--- src/rtl/mul_share_arb.sv ---
// mul_share_arb: round-robin sequencer that lends one sequential Booth radix-4
// multiplier to NUM_REQ requesters. It accepts one request at a time and holds
// the multiplier valid until done. The product and the requester index are then
// returned through a valid/ready response port.
//
// Optional build macro: MUL_SHARE_ARB_TIMEOUT_EN adds a RUN-state watchdog.
// If mul_done does not arrive within TO_CYC cycles, the watchdog returns a
// zero product with resp_err set.
module mul_share_arb #(
   parameter int NUM_REQ = 4,
   parameter int ID_W    = 2,
   parameter int WIDTH_M = 8,
   parameter int WIDTH_R = 8,
   parameter int TO_CYC  = 64
) (
   input  logic                         clk,
   input  logic                         rstn,
   input  logic [NUM_REQ-1:0]           req_vld,
   output logic [NUM_REQ-1:0]           req_rdy,
   input  logic [NUM_REQ*WIDTH_M-1:0]   req_a,
   input  logic [NUM_REQ*WIDTH_R-1:0]   req_b,
   output logic                         resp_vld,
   input  logic                         resp_rdy,
   output logic [ID_W-1:0]              resp_id,
   output logic [WIDTH_M+WIDTH_R-1:0]   resp_data,
   output logic                         resp_err,
   output logic                         mul_vld_in,
   output logic [WIDTH_M-1:0]           mul_a,
   output logic [WIDTH_R-1:0]           mul_b,
   input  logic [WIDTH_M+WIDTH_R-1:0]   mul_out,
   input  logic                         mul_done
);

   typedef enum logic [1:0] {
      IDLE  = 2'd0,
      RUN   = 2'd1,
      DRAIN = 2'd2,
      RESP  = 2'd3
   } state_t;

   state_t           state;
   state_t           state_nxt;
   logic [ID_W-1:0]  rr_ptr;
   logic [ID_W-1:0]  grant_id;
   logic [ID_W-1:0]  scan_idx;
   logic [ID_W:0]    scan_sum;
   logic             grant_any;
   logic             grant_ok;
   logic             timeout_hit;

   if (ID_W != $clog2(NUM_REQ)) begin : g_bad_id_w
      $error("mul_share_arb: ID_W must equal clog2(NUM_REQ)");
   end
   if (TO_CYC < 2) begin : g_bad_to_cyc
      $error("mul_share_arb: TO_CYC must be at least 2");
   end

   // Scan the request vector from rr_ptr upward with wrap and pick the first active requester.
   always_comb begin
      grant_any = 1'b0;
      grant_id  = '0;
      scan_sum  = '0;
      scan_idx  = '0;
      for (int k = 0; k < NUM_REQ; k++) begin
         scan_sum = {1'b0, rr_ptr} + (ID_W+1)'(k);
         if (scan_sum >= (ID_W+1)'(NUM_REQ)) begin
            scan_sum = scan_sum - (ID_W+1)'(NUM_REQ);
         end
         scan_idx = scan_sum[ID_W-1:0];
         if (!grant_any && req_vld[scan_idx]) begin
            grant_any = 1'b1;
            grant_id  = scan_idx;
         end
      end
   end

   // Grant only while idle and out of reset, so req_rdy drops with rstn and stays one-hot.
   always_comb begin
      grant_ok = rstn && (state == IDLE) && grant_any;
      req_rdy  = '0;
      if (grant_ok) begin
         req_rdy[grant_id] = 1'b1;
      end
   end

   // Next-state logic: mul_done wins over a watchdog expiry that lands in the same cycle.
   always_comb begin
      state_nxt = state;
      resp_vld  = (state == RESP);
      case (state)
         IDLE:    if (grant_ok) state_nxt = RUN;
         RUN:     if (mul_done || timeout_hit) state_nxt = DRAIN;
         DRAIN:   state_nxt = RESP;
         RESP:    if (resp_rdy) state_nxt = IDLE;
         default: state_nxt = IDLE;
      endcase
   end

   // State, pointer, operand and result registers; mul_vld_in mirrors "next state is RUN".
   always_ff @(posedge clk or negedge rstn) begin
      if (!rstn) begin
         state      <= IDLE;
         rr_ptr     <= '0;
         mul_vld_in <= 1'b0;
         mul_a      <= '0;
         mul_b      <= '0;
         resp_id    <= '0;
         resp_data  <= '0;
      end else begin
         state      <= state_nxt;
         mul_vld_in <= (state_nxt == RUN);
         if (grant_ok) begin
            mul_a   <= req_a[grant_id*WIDTH_M +: WIDTH_M];
            mul_b   <= req_b[grant_id*WIDTH_R +: WIDTH_R];
            resp_id <= grant_id;
            if (grant_id == ID_W'(NUM_REQ-1)) begin
               rr_ptr <= '0;
            end else begin
               rr_ptr <= grant_id + 1'b1;
            end
         end
         if (state == RUN) begin
            if (mul_done) begin
               resp_data <= mul_out;
            end else if (timeout_hit) begin
               resp_data <= '0;
            end
         end
      end
   end

`ifdef MUL_SHARE_ARB_TIMEOUT_EN
   localparam int CNT_W = $clog2(TO_CYC + 1);

   logic [CNT_W-1:0] to_cnt;
   logic             err_q;

   assign timeout_hit = (state == RUN) && !mul_done && (to_cnt == CNT_W'(TO_CYC - 1));
   assign resp_err    = err_q;

   // Watchdog counts cycles spent in RUN from zero; the error flag lives until the response handshake.
   always_ff @(posedge clk or negedge rstn) begin
      if (!rstn) begin
         to_cnt <= '0;
         err_q  <= 1'b0;
      end else begin
         if (state != RUN) begin
            to_cnt <= '0;
         end else begin
            to_cnt <= to_cnt + 1'b1;
         end
         if (timeout_hit) begin
            err_q <= 1'b1;
         end else if ((state == RESP) && resp_rdy) begin
            err_q <= 1'b0;
         end
      end
   end
`else
   assign timeout_hit = 1'b0;
   assign resp_err    = 1'b0;
`endif

endmodule

--- config.mk ---
export PLATFORM = sky130hd
export DESIGN_NAME = mul_share_arb
export DESIGN_NICKNAME = d
export VERILOG_FILES = /design/src/rtl/mul_share_arb.sv
export SDC_FILE = /design/constraint.sdc
export NUM_CORES = 1
export LEC_CHECK = 0
export BUFFER_PORTS_ARGS = -buffer_cell sky130_fd_sc_hd__buf_2
export CORE_MARGIN = 2
export CORE_UTILIZATION = 39
export CTS_CLUSTER_DIAMETER = 120
export CTS_CLUSTER_SIZE = 16
export DETAILED_ROUTE_END_ITERATION = 6
export PLACE_DENSITY = 0.76
export SYNTH_ARGS = -nofsm -noshare
export SYNTH_HDL_FRONTEND = slang
export SYNTH_SLANG_ARGS = --single-unit
--- constraint.sdc ---
create_clock -name clk -period 1.65 [get_ports clk]
set_input_delay 0.2475 -clock clk [delete_from_list [all_inputs] [get_ports clk]]
set_output_delay 0.2475 -clock clk [all_outputs]
set_load 0.03 [all_outputs]
==> impl_results.md <==
* Outcome: finished with violations
* Failing checks: setup timing
* Unique cell type count in the Yosys netlist at 32
* Die span in x at around 78 um
* Post-CTS Hold Buffers at 0
* Detailed-placement wirelength estimate at between 4000 and 5000 um
* Layout Nets at ~420
* Placed cells at 383
* Final Non-Filler Cells at 402
* F_max at roughly 0.48 GHz
* Maxcap violations at 0
* Core Box Area at 5172 um2
* Layout Utilization at approximately 64%
* RR Startpoint: rr_ptr[1]
* Worst r2r path cells at 8
* Sequential element share of the synthesized area at 45.86%
* Syn_area_per_cell at 12.37 um2
* Yosys warnings at 0
* PD cells at ~1800 nW/um2
* Clock tree buffer depth at 2
* FF/Latch Area at about 1000 um2
* Clk root buf: clkbuf_8
* Fillers at roughly 430
* Largest net degree at the start of global routing at 40
* Post-Route Setup TNS at -7.331 ns
* CP startpoint: rr_ptr[1]
* Final Setup Violations at 20
* Area Growth Syn to Fin at 55.73%
* Commonest register cell after synthesis: dfrtp_1
* Worst-skew pair later-pin latency at 0.29 ns
* H-tree depth at 2
* Startpoint types: register
* Clock period minus worst slack at approximately 2.1 ns
* DR WL/cell at around 15 um
* Number of port buffers at between 100 and 150
* Hold Crit Class: in -> async
* DRT iter0 DRCs at 32
* Async SR Flop Fraction at between 90% and 100%
* Placer congestion estimate at ~0.84
* Initial antenna violation count at 0
* Post-Syn Instances at 172
* DRC Markers at 0
* Die area at 6064 um2
* Vias per cell at between 4 and 5
* Routed Antenna Nets at 0
* Multi-input logic area at between 1000 and 1500 um2
* CP arrival at around 1.8 ns
* Max FO, Critical Path at 5
* TritonCTS clock tree: built
* Ant diodes at 0
* Final Routed Wirelength at about 5800 um
* CP required at approximately 1.4 ns
* Ports at about 130
* First-pass GRT wire length at between 9000 and 10000 um
* Critical path capture point type: primary output
* Final worst setup slack at -0.4352 ns
* Static leakage at roughly 1.7 nW
* FF+latch count, synth at 39
* Number of hold violations in the final report at 0
* DR vias at slightly below 2000
* FF-to-FF End: mul_a[7]
* Slew Viols, Final at 0
* RSZ-0062 raised after global routing: true
* Num rows at 26
* GRT Util Overall at between 15 and 20%
* Vias in the first global route at 2029
* Critical path type: reg -> out
* Grt ovf at 0
* Final period util at 126.4%
* # clock sinks at 39
* Initial Utilization at approximately two fifths
* Layout cells sized above 1 at around 66%
* Syn Nets at between 200 and 300
* Capture point of the worst path: req_rdy[1]
* Clock skew at roughly 0.0093 ns
* Worst reg-to-reg setup slack at -0.43 ns
* Post-synth EDFFs at 0
* Clock transition at path regs at 0.08 ns
* DIE HEIGHT at approximately 78 um
* Router iterations before antenna repair at 4
* VDD IR max at around 1.3 mV
* Post-Syn Area at about 2100 um2
* Hold_ws at roughly 0.018 ns
* Number of CTS-inserted buffers at 5
[per-stage QoR]
step / cell area (um2) / setup WS (ns) / power, W
2_1_floorplan: 2150 / -0.2298 / 0.003912
3_3_place_gp: 2980 / -0.1519 / 0.004792
3_5_place_dp: 2980 / -0.2241 / 0.004882
4_1_cts: 3188 / -0.4270 / 0.005712
5_1_grt: 3314 / -0.4862 / 0.006251
6_report: 3314 / -0.4352 / 0.005875
[state kept, by name, summed over array words and instances, names as in the netlist]
name	cells
state	2
rr_ptr	2
resp_id	2
resp_data	16
mul_b	8
mul_a	8
mul_vld_in	1
[critical path, stage by stage (launching register included)]
cell and delay, ns:
dfrtp_1 0.44, mux2_4 0.32, o221a_4 0.33, ha_2 0.19
and2_4 0.13, buf_6 0.13
[cell usage in the layout (no fill, tap or decap), drive strengths merged, types with 2 or more instances in the layout]
cell,instances
buf,162
inv,5
dfrtp,39
nand2,12
mux2,17
and2,5
mux2i,32
ha,4
o21ai,16
clkbuf,6
a21oi,2
a2bb2oi,16
[final cells by class]
cell class              count  area share, %
repair buffers            162          29.11
inverters                   5         0.7928
multi-input cells         118          35.03
flip-flops and latches     39          29.45
clock inverters             2         0.4908
well taps                  70          2.643
clock buffers               6          2.492
[report_power, final]
group          internal [W]  leakage (nW)  switching (W)
sequential          0.00142         0.475       0.000281
clock              0.000341        0.0474       0.000344
combinational       0.00154          1.20        0.00194
[synth_stat cells, types with 2 or more instances]
library cell / number / share of area (%)
dfrtp_1: 39 / 46
and2_1: 5 / 1.5
ha_1: 4 / 2.4
nand2_1: 12 / 2.1
buf_2: 3 / 0.71
a2bb2oi_1: 16 / 6.6
buf_6: 3 / 1.6
buf_12: 2 / 1.9
o21ai_1: 16 / 3.8
a21oi_1: 2 / 0.47
mux2_2: 16 / 8.5
mux2i_1: 32 / 15
inv_1: 3 / 0.53
[logic make-up after synthesis]
group,share of synthesized area (%)
other,0.1762
flip-flops,45.86
adder cells (fa/ha/maj),2.352
AO/OA/AOI/OAI,16.05
AND/OR/NAND/NOR,4.938
buffers and inverters,6.407
multiplexers,24.22
[what timing repair did]
| action | CTS | global route |
|---|---|---|
| hold endpoints to repair | 0 | 0 |
| pin swaps | 5 | 7 |
| gates resized for setup | 14 | 19 |
| setup endpoints to repair | 20 | 20 |
| setup buffers | 8 | 3 |
[metal layers]
| metal | GRT usage [%] | up-vias | part of all wire (%) |
|---|---|---|---|
| met2 | 34.66 | 67 | 55 |
| li1 | - | 955 | - |
| met4 | 5.714 | 0 | 1.1 |
| met5 | 0 | - | 0 |
| met1 | 22.75 | 945 | 39 |
| met3 | 4.535 | 8 | 4.8 |
[worst min path at each step]
stage,start,to,depth (start not counted)
floorplan,rstn,mul_a[0],0
global placement,rstn,resp_data[2],2
detailed placement,rstn,state[1],2
CTS,rstn,state[1],2
global route,rstn,state[1],2
finish,rstn,state[1],2
No activity file was read; power rests on OpenSTA's default activity.
